File: src/rtl/mem_arb_pkg.sv
// Shared definitions for the two-port memory arbiter.
//   - default address/data widths
//   - FSM state encoding (IDLE/ISSUE/CAPTURE, 2 bits)
//   - requester port IDs (CPU = 0, loader = 1)
//   - width of the loader starvation counter (limits 1..15)
package mem_arb_pkg;

    localparam int unsigned DefAddrW   = 8;
    localparam int unsigned DefDataW   = 8;
    localparam int unsigned StarveCntW = 4;

    typedef enum logic [1:0] {
        StIdle    = 2'd0,
        StIssue   = 2'd1,
        StCapture = 2'd2
    } state_e;

    typedef enum logic {
        PortCpu = 1'b0,
        PortLdr = 1'b1
    } port_e;

endpackage

File: src/rtl/mem_arbiter_if.sv
// Bus bundle between the CPU, the loader, the arbiter and the 256x8 memory.
//   cpu_* / ldr_* : req/we/addr/wdata from requesters, gnt/rvalid/rdata back
//   mem_*         : we/addr/wdata to the memory, rdata (synchronous) back
//   busy          : arbiter has an access in ISSUE or CAPTURE
// Modports: slave = arbiter side, master = requester/memory side.
interface mem_arbiter_if #(
    parameter int unsigned ADDR_W = mem_arb_pkg::DefAddrW,
    parameter int unsigned DATA_W = mem_arb_pkg::DefDataW
) ();

    logic              cpu_req;
    logic              cpu_we;
    logic [ADDR_W-1:0] cpu_addr;
    logic [DATA_W-1:0] cpu_wdata;
    logic              cpu_gnt;
    logic              cpu_rvalid;
    logic [DATA_W-1:0] cpu_rdata;

    logic              ldr_req;
    logic              ldr_we;
    logic [ADDR_W-1:0] ldr_addr;
    logic [DATA_W-1:0] ldr_wdata;
    logic              ldr_gnt;
    logic              ldr_rvalid;
    logic [DATA_W-1:0] ldr_rdata;

    logic              mem_we;
    logic [ADDR_W-1:0] mem_addr;
    logic [DATA_W-1:0] mem_wdata;
    logic [DATA_W-1:0] mem_rdata;

    logic              busy;

    modport slave (
        input  cpu_req, cpu_we, cpu_addr, cpu_wdata,
        input  ldr_req, ldr_we, ldr_addr, ldr_wdata,
        input  mem_rdata,
        output cpu_gnt, cpu_rvalid, cpu_rdata,
        output ldr_gnt, ldr_rvalid, ldr_rdata,
        output mem_we, mem_addr, mem_wdata,
        output busy
    );

    modport master (
        output cpu_req, cpu_we, cpu_addr, cpu_wdata,
        output ldr_req, ldr_we, ldr_addr, ldr_wdata,
        output mem_rdata,
        input  cpu_gnt, cpu_rvalid, cpu_rdata,
        input  ldr_gnt, ldr_rvalid, ldr_rdata,
        input  mem_we, mem_addr, mem_wdata,
        input  busy
    );

endinterface

File: src/rtl/arb_pick.sv
// Combinational two-way picker.
//   cpu_req_i, ldr_req_i : pending requests
//   rr_last_i            : previous winner (round-robin mode)
//   starve_cnt_i         : consecutive loader losses (CPU-priority mode)
//   winner_o, valid_o    : selected port, and whether anyone requested
module arb_pick
    import mem_arb_pkg::*;
#(
    parameter bit          CPU_PRIO     = 1'b1,
    parameter int unsigned STARVE_LIMIT = 4
) (
    input  logic                  cpu_req_i,
    input  logic                  ldr_req_i,
    input  port_e                 rr_last_i,
    input  logic [StarveCntW-1:0] starve_cnt_i,
    output port_e                 winner_o,
    output logic                  valid_o
);

    localparam logic [StarveCntW-1:0] StarveMax = StarveCntW'(STARVE_LIMIT);

    always_comb begin
        valid_o  = cpu_req_i | ldr_req_i;
        winner_o = PortCpu;
        if (cpu_req_i && ldr_req_i) begin
            if (CPU_PRIO) begin
                // Loader gets one access once it has lost STARVE_LIMIT times in a row.
                winner_o = (starve_cnt_i == StarveMax) ? PortLdr : PortCpu;
            end else begin
                winner_o = (rr_last_i == PortCpu) ? PortLdr : PortCpu;
            end
        end else if (ldr_req_i) begin
            winner_o = PortLdr;
        end
    end

endmodule

File: src/rtl/mem_arbiter.sv
// Two-port arbiter in front of a single-port synchronous-read memory.
//   clk, reset_n : clock, asynchronous active-low reset
//   bus          : slave view of mem_arbiter_if (CPU port, loader port,
//                  memory port, busy)
// One access at a time: IDLE samples requests, ISSUE presents the access
// to the memory for one cycle (gnt high), CAPTURE (reads only) latches
// mem_rdata into the owner's rdata, with rvalid in the following cycle.
// Every output comes straight from a register.
module mem_arbiter
    import mem_arb_pkg::*;
#(
    parameter int unsigned ADDR_W       = DefAddrW,
    parameter int unsigned DATA_W       = DefDataW,
    parameter bit          CPU_PRIO     = 1'b1,
    parameter int unsigned STARVE_LIMIT = 4
) (
    input logic          clk,
    input logic          reset_n,
    mem_arbiter_if.slave bus
);

    localparam logic [StarveCntW-1:0] StarveMax = StarveCntW'(STARVE_LIMIT);

    state_e                state_q;
    port_e                 owner_q;
    port_e                 rr_last_q;
    logic [StarveCntW-1:0] starve_cnt_q;

    logic                  mem_we_q;
    logic [ADDR_W-1:0]     mem_addr_q;
    logic [DATA_W-1:0]     mem_wdata_q;
    logic                  busy_q;
    logic                  cpu_gnt_q;
    logic                  ldr_gnt_q;
    logic                  cpu_rvalid_q;
    logic                  ldr_rvalid_q;
    logic [DATA_W-1:0]     cpu_rdata_q;
    logic [DATA_W-1:0]     ldr_rdata_q;

    port_e                 winner;
    logic                  pick_valid;

    arb_pick #(
        .CPU_PRIO     (CPU_PRIO),
        .STARVE_LIMIT (STARVE_LIMIT)
    ) u_arb_pick (
        .cpu_req_i    (bus.cpu_req),
        .ldr_req_i    (bus.ldr_req),
        .rr_last_i    (rr_last_q),
        .starve_cnt_i (starve_cnt_q),
        .winner_o     (winner),
        .valid_o      (pick_valid)
    );

    always_ff @(posedge clk or negedge reset_n) begin
        if (!reset_n) begin
            state_q      <= StIdle;
            owner_q      <= PortCpu;
            rr_last_q    <= PortLdr;  // first tie goes to the CPU
            starve_cnt_q <= '0;
            mem_we_q     <= 1'b0;
            mem_addr_q   <= '0;
            mem_wdata_q  <= '0;
            busy_q       <= 1'b0;
            cpu_gnt_q    <= 1'b0;
            ldr_gnt_q    <= 1'b0;
            cpu_rvalid_q <= 1'b0;
            ldr_rvalid_q <= 1'b0;
            cpu_rdata_q  <= '0;
            ldr_rdata_q  <= '0;
        end else begin
            // gnt and rvalid are single-cycle pulses.
            cpu_gnt_q    <= 1'b0;
            ldr_gnt_q    <= 1'b0;
            cpu_rvalid_q <= 1'b0;
            ldr_rvalid_q <= 1'b0;

            unique case (state_q)
                StIdle: begin
                    if (!bus.ldr_req || (winner == PortLdr)) begin
                        starve_cnt_q <= '0;
                    end else if (starve_cnt_q != StarveMax) begin
                        starve_cnt_q <= starve_cnt_q + 1'b1;
                    end

                    if (pick_valid) begin
                        owner_q   <= winner;
                        rr_last_q <= winner;
                        busy_q    <= 1'b1;
                        state_q   <= StIssue;
                        if (winner == PortCpu) begin
                            mem_we_q    <= bus.cpu_we;
                            mem_addr_q  <= bus.cpu_addr;
                            mem_wdata_q <= bus.cpu_wdata;
                            cpu_gnt_q   <= 1'b1;
                        end else begin
                            mem_we_q    <= bus.ldr_we;
                            mem_addr_q  <= bus.ldr_addr;
                            mem_wdata_q <= bus.ldr_wdata;
                            ldr_gnt_q   <= 1'b1;
                        end
                    end
                end

                StIssue: begin
                    // The memory samples the access at this edge.
                    mem_we_q <= 1'b0;
                    if (mem_we_q) begin
                        busy_q  <= 1'b0;
                        state_q <= StIdle;
                    end else begin
                        state_q <= StCapture;
                    end
                end

                StCapture: begin
                    busy_q  <= 1'b0;
                    state_q <= StIdle;
                    if (owner_q == PortCpu) begin
                        cpu_rdata_q  <= bus.mem_rdata;
                        cpu_rvalid_q <= 1'b1;
                    end else begin
                        ldr_rdata_q  <= bus.mem_rdata;
                        ldr_rvalid_q <= 1'b1;
                    end
                end

                default: begin
                    mem_we_q <= 1'b0;
                    busy_q   <= 1'b0;
                    state_q  <= StIdle;
                end
            endcase
        end
    end

    assign bus.cpu_gnt    = cpu_gnt_q;
    assign bus.cpu_rvalid = cpu_rvalid_q;
    assign bus.cpu_rdata  = cpu_rdata_q;
    assign bus.ldr_gnt    = ldr_gnt_q;
    assign bus.ldr_rvalid = ldr_rvalid_q;
    assign bus.ldr_rdata  = ldr_rdata_q;
    assign bus.mem_we     = mem_we_q;
    assign bus.mem_addr   = mem_addr_q;
    assign bus.mem_wdata  = mem_wdata_q;
    assign bus.busy       = busy_q;

endmodule

File: src/flat_wrapper.sv
// flat-port wrapper written by rule: the top's interface ports become plain ports
module mem_arbiter_flat import mem_arb_pkg::*;
#(
    parameter int unsigned ADDR_W       = DefAddrW,
    parameter int unsigned DATA_W       = DefDataW,
    parameter bit          CPU_PRIO     = 1'b1,
    parameter int unsigned STARVE_LIMIT = 4
)
  (clk, reset_n, bus_cpu_req, bus_cpu_we, bus_cpu_addr, bus_cpu_wdata, bus_ldr_req, bus_ldr_we, bus_ldr_addr, bus_ldr_wdata, bus_mem_rdata, bus_cpu_gnt, bus_cpu_rvalid, bus_cpu_rdata, bus_ldr_gnt, bus_ldr_rvalid, bus_ldr_rdata, bus_mem_we, bus_mem_addr, bus_mem_wdata, bus_busy);
  mem_arbiter_if #(.ADDR_W(ADDR_W), .DATA_W(DATA_W)) bus_i ();
  input logic clk;
  input logic reset_n;
  input wire logic [$bits(bus_i.cpu_req)-1:0] bus_cpu_req;
  input wire logic [$bits(bus_i.cpu_we)-1:0] bus_cpu_we;
  input wire logic [$bits(bus_i.cpu_addr)-1:0] bus_cpu_addr;
  input wire logic [$bits(bus_i.cpu_wdata)-1:0] bus_cpu_wdata;
  input wire logic [$bits(bus_i.ldr_req)-1:0] bus_ldr_req;
  input wire logic [$bits(bus_i.ldr_we)-1:0] bus_ldr_we;
  input wire logic [$bits(bus_i.ldr_addr)-1:0] bus_ldr_addr;
  input wire logic [$bits(bus_i.ldr_wdata)-1:0] bus_ldr_wdata;
  input wire logic [$bits(bus_i.mem_rdata)-1:0] bus_mem_rdata;
  output wire logic [$bits(bus_i.cpu_gnt)-1:0] bus_cpu_gnt;
  output wire logic [$bits(bus_i.cpu_rvalid)-1:0] bus_cpu_rvalid;
  output wire logic [$bits(bus_i.cpu_rdata)-1:0] bus_cpu_rdata;
  output wire logic [$bits(bus_i.ldr_gnt)-1:0] bus_ldr_gnt;
  output wire logic [$bits(bus_i.ldr_rvalid)-1:0] bus_ldr_rvalid;
  output wire logic [$bits(bus_i.ldr_rdata)-1:0] bus_ldr_rdata;
  output wire logic [$bits(bus_i.mem_we)-1:0] bus_mem_we;
  output wire logic [$bits(bus_i.mem_addr)-1:0] bus_mem_addr;
  output wire logic [$bits(bus_i.mem_wdata)-1:0] bus_mem_wdata;
  output wire logic [$bits(bus_i.busy)-1:0] bus_busy;
  assign bus_i.cpu_req = bus_cpu_req;
  assign bus_i.cpu_we = bus_cpu_we;
  assign bus_i.cpu_addr = bus_cpu_addr;
  assign bus_i.cpu_wdata = bus_cpu_wdata;
  assign bus_i.ldr_req = bus_ldr_req;
  assign bus_i.ldr_we = bus_ldr_we;
  assign bus_i.ldr_addr = bus_ldr_addr;
  assign bus_i.ldr_wdata = bus_ldr_wdata;
  assign bus_i.mem_rdata = bus_mem_rdata;
  assign bus_cpu_gnt = bus_i.cpu_gnt;
  assign bus_cpu_rvalid = bus_i.cpu_rvalid;
  assign bus_cpu_rdata = bus_i.cpu_rdata;
  assign bus_ldr_gnt = bus_i.ldr_gnt;
  assign bus_ldr_rvalid = bus_i.ldr_rvalid;
  assign bus_ldr_rdata = bus_i.ldr_rdata;
  assign bus_mem_we = bus_i.mem_we;
  assign bus_mem_addr = bus_i.mem_addr;
  assign bus_mem_wdata = bus_i.mem_wdata;
  assign bus_busy = bus_i.busy;
  mem_arbiter #(.ADDR_W(ADDR_W), .DATA_W(DATA_W), .CPU_PRIO(CPU_PRIO), .STARVE_LIMIT(STARVE_LIMIT)) u_core (.clk(clk), .reset_n(reset_n), .bus(bus_i));
endmodule
File: config.mk
export PLATFORM = sky130hd
export DESIGN_NAME = mem_arbiter_flat
export DESIGN_NICKNAME = d
export VERILOG_FILES = /design/src/rtl/mem_arb_pkg.sv /design/src/rtl/mem_arbiter_if.sv /design/src/rtl/arb_pick.sv /design/src/rtl/mem_arbiter.sv /design/src/flat_wrapper.sv
export SDC_FILE = /design/constraint.sdc
export NUM_CORES = 1
export LEC_CHECK = 0
export CAP_MARGIN = 20
export CORE_MARGIN = 2
export CORE_UTILIZATION = 43
export DETAILED_ROUTE_END_ITERATION = 10
export GPL_TIMING_DRIVEN = 0
export PLACE_DENSITY = 0.77
export SLEW_MARGIN = 20
export SYNTH_ARGS = -nofsm -noshare
export SYNTH_HDL_FRONTEND = slang
export SYNTH_SLANG_ARGS = --single-unit
File: constraint.sdc
create_clock -name clk -period 2.13 [get_ports clk]
set_input_delay 0.3195 -clock clk [delete_from_list [all_inputs] [get_ports clk]]
set_output_delay 0.3195 -clock clk [all_outputs]
set_load 0.05 [all_outputs]
==> flow_summary.yaml, run 1 <==
sta:
  skew_ps: 2.855
  rsz0062_at_grt: "false"
  fmax_mhz: 521.4
  slew_headroom: 0.5979
  finalCritPeriodShare: 0.9003
  hold_violations: 0
  worst_slack_ps: 212.3
  setup_violations: 0
  period_needed_ps: 1918
  final_max_slew_viol_count: 0
  tightest_slew_ps: 600.9
place:
  place_ws_ps: 111.8
  place_congestion: 0.8147
  dp_hpwl_um: 3747
  place_area_um2: 2969
  io_buffers: 82
global_routing:
  grt_pass1_wl_um: 8024
  grt-ovfl-total: 0
  grt_antenna_before_repair: 0
  grt_pass1_vias: 1764
  grt_usage: 0.1980
  grt_max_degree: 31
power_and_ir_drop:
  power_density_nw_per_um2: 1646
  static-leakage-power_nw: 1.266
  finalPower_mw: 5.095
  peakVddDrop_mv: 0.6988
worst_setup_path:
  worstSetupPathType: "reg2reg"
  cp_num_buf_inv: 3
  critPathMaxStageDelay_ps: 400
  crit_path_start_kind: "flop"
  crit_path_end_kind: "flop"
  crit_path_cell_trace: "inv_1 -> ha_1 -> and3b_1 -> clkbuf_1 -> o21ai_2 -> buf_4 -> o211ai_1"
  crit_slowest_cell: "dfrtp_1"
  worst_ep_arrival_time_ps: 2090
  cp_max_fo: 10
  required_ps: 2300
  cp_top_family: "buffers and inverters"
route:
  ant_nets: 0
  vias: 1818
  vias_per_cell: 5.459
  drt_iter0_markers: 84
  firstDrtPassIters: 4
  totalWireLength_um: 5125
  drc: 0
  wl_per_cell_um: 15.39
layout:
  syn2layout_area_growth_pct: 49.85
  final_cell_mix: "clkdlybuf4s50_1, dfrtp_1, o21ai_0"
  drive_above_1_share: 0.1434
  layout_commonest_cell: "clkdlybuf4s50_1"
  num_antenna_cells: 0
  n_fill_cell: 417
  fin_area_um2: 3095
  final_nets: 326
yosys:
  syn_area_um2: 2066
  ys_warn_count: 0
  synth.distinct_cells: 33
  synth-edff-count: 0
  synth_top_area_frac: 0.5451
  synth_fp_nets: 235
  synth.area.top_cells: "dfrtp_1, mux2_2, o211ai_1, nand4_1, o21ai_0"
  synth_top_cell_by_area: "dfrtp_1"
  synth_area_per_cell_um2: 11.05
  ys_ff_latch: 45
  synth_ff_type: "dfrtp_1"
  async_flop_share: 1.000
  seq_area_frac_synth: 0.5451
  netlist_instances: 187
clock_network:
  cts_made_buffers: 5
  clk_pin_slew_ps: 80
  htree_levels: 2
  root_buffer: "clkbuf_8"
  clock_sinks: 45
  insertion_delay_ps: 290
  cts_tree: "yes"
  clk_path_buf_depth: 2
floorplanning:
  dieWidth_um: 73.31
  initial_core_util: 0.4403
  core_area_um2: 4692
  die_y_um: 73.31
  num_rows: 25
  ios: 84
  fp.dieArea_um2: 5374
job:
  drv_cap: 0
run_status:
  status: "finished, final reports clean"
min_path:
  hold_class: "in2reg"
[final cells by class]
class,count,area (um^2),area share
multi-input cells,120,838.3,0.2708
plain buffers,18,86.33,0.02789
clock buffers,7,86.33,0.02789
flip-flops and latches,45,1126,0.3638
inverters,4,15.01,0.004850
repair buffers,84,845.8,0.2732
clock inverters,1,30.03,0.009701
well taps,54,67.56,0.02183
[worst reg2reg max path: stages (launching register included)]
cell and delay, ps:
dfrtp_1 400, inv_1 90, ha_1 210, and3b_1 170, clkbuf_1 160, o21ai_2 380, buf_4 260, o211ai_1 120
[through the flow]
stage | hold slack [ps] | TNS [ps] | instances | utilization
floorplan | 23.91 | 0 | 187 | -
global placement | 462.8 | -19450 | 323 | 0.6296
detailed placement | 265.7 | 0 | 324 | 0.6328
CTS | 398.5 | 0 | 333 | 0.6597
global route | 405.9 | 0 | 333 | 0.6597
finish | 401.8 | 0 | 333 | 0.6597
[synthesized netlist by cell type, types with 2 or more instances]
| master | n |
|---|---|
| o21ai_2 | 2 |
| clkbuf_1 | 10 |
| nand3_1 | 17 |
| a21o_1 | 2 |
| or2_2 | 2 |
| mux2i_1 | 2 |
| dfrtp_1 | 45 |
| nand4_1 | 16 |
| nor2_1 | 3 |
| nor3b_1 | 2 |
| buf_2 | 6 |
| nand2_1 | 3 |
| o21ai_0 | 20 |
| o31ai_1 | 2 |
| a21oi_1 | 2 |
| ha_1 | 2 |
| o211ai_1 | 16 |
| inv_1 | 4 |
| mux2_2 | 17 |
[layer usage]
| metal | vias to the layer above | global-route usage | part of all wire |
|---|---|---|---|
| li1 | 874 | - | - |
| met1 | 864 | 0.2340 | 0.43 |
| met2 | 76 | 0.3333 | 0.47 |
| met3 | 4 | 0.06859 | 0.088 |
| met4 | 0 | 0.07273 | 0.012 |
| met5 | - | 0 | 0 |
[kinds of logic (layout without fill, tap and decap cells)]
family | Yosys count | count (layout) | synth area share
AOI/OAI and AO/OA | 45 | 45 | 0.1375
adders and majority gates | 2 | 2 | 0.01211
buffers and inverters | 22 | 114 | 0.04906
DFF | 45 | 45 | 0.5451
muxes | 19 | 19 | 0.1024
and+or+nand+nor | 54 | 54 | 0.1539
[sequential cells by signal (all words and copies together) (netlist names)]
signal / flops
u_core.bus.mem_we: 1
u_core.bus.cpu_rvalid: 1
u_core.bus.ldr_rdata: 8
u_core.bus.cpu_gnt: 1
u_core.state_q: 2
u_core.bus.ldr_gnt: 1
u_core.bus.mem_wdata: 8
u_core.starve_cnt_q: 4
u_core.bus.ldr_rvalid: 1
u_core.bus.mem_addr: 8
u_core.bus.busy: 1
u_core.owner_q: 1
u_core.bus.cpu_rdata: 8
[timing repair]
item,in CTS,in global routing
gates resized for setup,0,0
hold endpoints to repair,15,0
setup buffers,0,0
hold buffers,1,0
[path summary, 6_finish.rpt]
check	start	to	slack (ps)	cells past startpoint
setup / recovery	u_core.starve_cnt_q[0]	u_core.bus.mem_addr[7]	210	7
hold / removal	bus_ldr_req	u_core.bus.mem_we	400	3
setup reg to reg	u_core.starve_cnt_q[0]	u_core.bus.mem_addr[7]	210	7
hold reg to reg	u_core.bus.mem_we	u_core.state_q[1]	490	1
max in group asynchronous	reset_n	u_core.bus.cpu_rdata[0]	1160	3
min in group asynchronous	reset_n	u_core.bus.mem_wdata[2]	490	2
[power by group]
group          internal, mW  switching, mW  leakage [nW]
Clock                 0.382          0.282        0.0585
Combinational          1.08           1.94         0.650
Sequential             1.23          0.176         0.557
Note: power is estimated with default switching activity, not from simulation.
==> run 2: changes to the inputs <==
Settings changed: PLACE_DENSITY 0.77 to 0.88.
==> flow_summary.yaml, run 2 (synthesis results as in run 1) <==
place:
  place_area_um2: 2969
  dp_hpwl_um: 4068
  place_ws_ps: 85.52
  place_congestion: 0.8287
  io_buffers: 82
global_routing:
  grt_pass1_wl_um: 8763
  grt_usage: 0.2091
  grt_pass1_vias: 1907
  grt_antenna_before_repair: 0
  grt-ovfl-total: 0
  met1_usage: 0.2578
  grt_max_degree: 31
  gr-usage-met3: 0.06584
  grtUsageMet2: 0.3584
  grt_busiest_layer: "met2"
route:
  drc: 0
  vias: 1867
  firstDrtPassIters: 4
  wl_per_cell_um: 16.35
  vias_per_cell: 5.607
  drt_iter0_markers: 102
  totalWireLength_um: 5444
  ant_nets: 0
clock_network:
  cts_tree: "yes"
  clk_path_buf_depth: 2
  root_buffer: "clkbuf_8"
  insertion_delay_ps: 300
  clk_pin_slew_ps: 90
  htree_levels: 2
  cts_made_buffers: 5
  clock_sinks: 45
sta:
  period_needed_ps: 1937
  rsz0062_at_grt: "false"
  skew_ps: 3.027
  finalCritPeriodShare: 0.9093
  whs_ps: 415.2
  hold_violations: 0
  final_max_slew_viol_count: 0
  worst_slack_ps: 193.3
  tightest_slew_ps: 603.9
  setup_violations: 0
  slew_headroom: 0.5959
  fmax_mhz: 516.3
worst_setup_path:
  required_ps: 2300
  crit_path_end_kind: "flop"
  cp_max_fo: 10
  worstSetupPathType: "reg2reg"
  crit_path_start_kind: "flop"
  crit_path_cell_trace: "inv_1 -> ha_1 -> and3b_1 -> clkbuf_1 -> o21ai_2 -> buf_4 -> o211ai_1"
  critPathMaxStageDelay_ps: 400
  crit_slowest_cell: "dfrtp_1"
  worst_ep_arrival_time_ps: 2110
layout:
  final_nets: 326
  num_antenna_cells: 0
  fin_area_um2: 3075
  drive_above_1_share: 0.1470
  syn2layout_area_growth_pct: 48.88
  layout_commonest_cell: "clkdlybuf4s50_1"
  final_cell_mix: "clkdlybuf4s50_1, dfrtp_1, o21ai_0"
floorplanning:
  fp.dieArea_um2: 5374
  ios: 84
  num_rows: 25
  initial_core_util: 0.4403
  core_area_um2: 4692
  dieWidth_um: 73.31
  die_y_um: 73.31
run_status:
  status: "finished, final reports clean"
power_and_ir_drop:
  power_density_nw_per_um2: 1632
  static-leakage-power_nw: 1.259
  peakVddDrop_mv: 0.9244
job:
  drv_cap: 0
min_path:
  hold_class: "in2reg"
run 2: cell types whose count changed in the layout (fill, tap and decap cells not counted), sizes merged:
cell	before	now
clkbuf	17	16
clkinv	0	2
bufinv	1	0
run 2: worst max-delay path: cells and delay by family (launching register included):
family	cells	cell delay (ps)
AO/OA/AOI/OAI	2	490
adder cells (fa/ha/maj)	1	220
AND/OR/NAND/NOR	1	180
flip-flops	1	400
buffers and inverters	3	520
run 2: stage by stage:
stage	instances	TNS, ps	util	power, mW
2_1_floorplan	187	0	-	3.447
3_3_place_gp	323	-19300	0.6296	4.399
3_5_place_dp	324	0	0.6328	4.492
4_1_cts	333	0	0.6555	5.045
5_1_grt	333	0	0.6555	5.280
6_report	333	0	0.6555	5.021
run 2: final timing paths:
path,startpoint,to,slack [ps],cells after the start
worst max register to register,u_core.starve_cnt_q[0],u_core.bus.mem_addr[2],190,7
worst min-delay path,bus_ldr_req,u_core.bus.mem_we,420,3
max in group asynchronous,reset_n,u_core.bus.mem_addr[3],1190,3
worst max-delay path,u_core.starve_cnt_q[0],u_core.bus.mem_addr[2],190,7
worst min register to register,u_core.bus.mem_we,u_core.state_q[1],500,1
min in group asynchronous,reset_n,u_core.bus.ldr_rdata[5],460,2
run 2: area by class of cell:
class	instances	area, um^2
plain buffers	18	86.33
clock inverters	2	13.76
repair buffers	84	845.8
flip-flops and latches	45	1126
fillers	381	1617
multi-input cells	120	838.3
inverters	4	15.01
clock buffers	6	82.58
well taps	54	67.56
run 2: timing repair:
action                    4_1_cts  5_1_grt
hold buffers                    1        0
buffers inserted                0        0
gates resized for setup         0        0
hold endpoints to repair       15        0
run 2: where the power goes:
group,switching (mW),internal [mW],leakage (nW)
Combinational,1.95,1.08,0.650
Clock,0.293,0.263,0.0512
Sequential,0.198,1.23,0.557
run 2: per-layer routing:
layer  vias to the layer above  part of all wire
met2                        84              0.49
met4                         0            0.0084
met1                       907              0.42
li1                        871                 -
met5                         -                 0
met3                         5             0.080
==> run 3: changes to the inputs <==
==> constraint.sdc (replaced) <==
create_clock -name clk -period 2.13 [get_ports clk]
set_input_delay 0.3195 -clock clk [delete_from_list [all_inputs] [get_ports clk]]
set_output_delay 0.3195 -clock clk [all_outputs]
set_load 0.1 [all_outputs]
==> flow_summary.yaml, run 3 (synthesis results as in run 1) <==
run_status:
  status: "finished, final reports clean"
route:
  vias_per_cell: 5.640
  ant_nets: 0
  drc: 0
  firstDrtPassIters: 4
  drt_iter0_markers: 88
  wl_per_cell_um: 16.72
  vias: 1878
  totalWireLength_um: 5569
global_routing:
  grt_usage: 0.2094
  grt_max_degree: 31
  grt_antenna_before_repair: 0
  grt_pass1_wl_um: 8769
  grt-ovfl-total: 0
  grt_pass1_vias: 1907
min_path:
  hold_class: "in2reg"
  hold_depth: 3
worst_setup_path:
  cp_top_family: "buffers and inverters"
  worstSetupPathType: "reg2out"
  required_ps: 1810
  crit_slowest_cell: "clkdlybuf4s50_1"
  crit_path_start_kind: "flop"
  worst_ep_arrival_time_ps: 1790
  crit_path_cell_trace: "clkdlybuf4s50_1"
  worstSetupPathDepth: 1
  crit_path_end_kind: "primary output"
  cp_num_buf_inv: 1
  cp_max_fo: 2
  reg2regPathDepth: 7
  critPathMaxStageDelay_ps: 1140
floorplanning:
  num_rows: 25
  fp.dieArea_um2: 5374
  core_area_um2: 4692
  dieWidth_um: 73.31
  initial_core_util: 0.4403
  ios: 84
  die_y_um: 73.31
layout:
  final_cell_mix: "clkdlybuf4s50_1, dfrtp_1, dlymetal6s2s_1"
  instances_no_fill: 333
  drive_above_1_share: 0.1470
  final_nets: 326
  layout_commonest_cell: "clkdlybuf4s50_1"
  syn2layout_area_growth_pct: 51.48
  num_antenna_cells: 0
place:
  dp_cells: 324
  io_buffers: 82
  dp_hpwl_um: 4068
  place_congestion: 0.8287
sta:
  period_needed_ps: 2108
  finalCritPeriodShare: 0.9898
  whs_ps: 417.0
  hold_violations: 0
  skew_ps: 4.379
  tightest_slew_ps: 994.6
  setup_violations: 0
  fmax_mhz: 474.3
  final_max_slew_viol_count: 0
  slew_headroom: 0.3358
job:
  drv_cap: 0
clock_network:
  cts_tree: "yes"
  htree_levels: 2
  post-cts-setup-buffers: 0
  clk_path_buf_depth: 2
  clk_pin_slew_ps: 80
  cts_made_buffers: 5
  clock_sinks: 45
  root_buffer: "clkbuf_8"
  insertion_delay_ps: 300
## run 3: cell types whose count changed in the layout (fill, tap and decap cells not counted), sizes merged
| cell | before | now |
|---|---|---|
| dlymetal6s2s | 0 | 25 |
| clkdlybuf4s50 | 81 | 49 |
| dlygate4sd2 | 0 | 7 |
## run 3: per-layer routing
metal  up-vias  wire, um  track usage
li1        875         -            -
met1       908      2293       0.2596
met2        90      2760       0.3584
met3         5       469      0.06447
met4         0        46      0.05051
met5         -         0            0
## run 3: path summary, 6_finish.rpt
kind / to / slack [ps] / startpoint
max: bus_mem_addr[5] / 20 / u_core.bus.mem_addr[5]
min: u_core.bus.mem_we / 420 / bus_ldr_req
max reg2reg: u_core.bus.mem_addr[2] / 200 / u_core.starve_cnt_q[0]
min reg2reg: u_core.state_q[1] / 490 / u_core.bus.mem_we
max in group asynchronous: u_core.bus.mem_wdata[6] / 1170 / reset_n
min in group asynchronous: u_core.bus.ldr_rdata[0] / 470 / reset_n
## run 3: layout make-up
cell class / instances / area, um^2
fill: 367 / 1563
sequential: 45 / 1126
timing repair buffer: 84 / 899.6
multi-input combinational: 120 / 838.3
buffer: 18 / 86.33
clock buffer: 6 / 82.58
tap: 54 / 67.56
inverter: 4 / 15.01
clock inverter: 2 / 13.76
## run 3: repair_timing
action | CTS | global route
resized for setup | 7 | 25
hold buffers | 1 | 0
pin swaps | 0 | 0
cloned | 0 | 0
setup endpoints to repair | 7 | 25
hold endpoints to repair | 15 | 0
## run 3: per-stage QoR
stage	setup TNS, ps	instance area [um^2]	worst slack (ps)	utilization
floorplan	0	2066	510.0	-
global route	-8.479	3129	-8.479	0.6669
detailed placement	0	2969	85.52	0.6328
global placement	-19300	2954	-431.0	0.6296
CTS	0	3067	1.617	0.6536
finish	0	3129	21.64	0.6669
Power of run 3 is left out: the tool's default activity adds up to more than one toggle a clock period on the data nets, which glitch-free logic cannot reach.
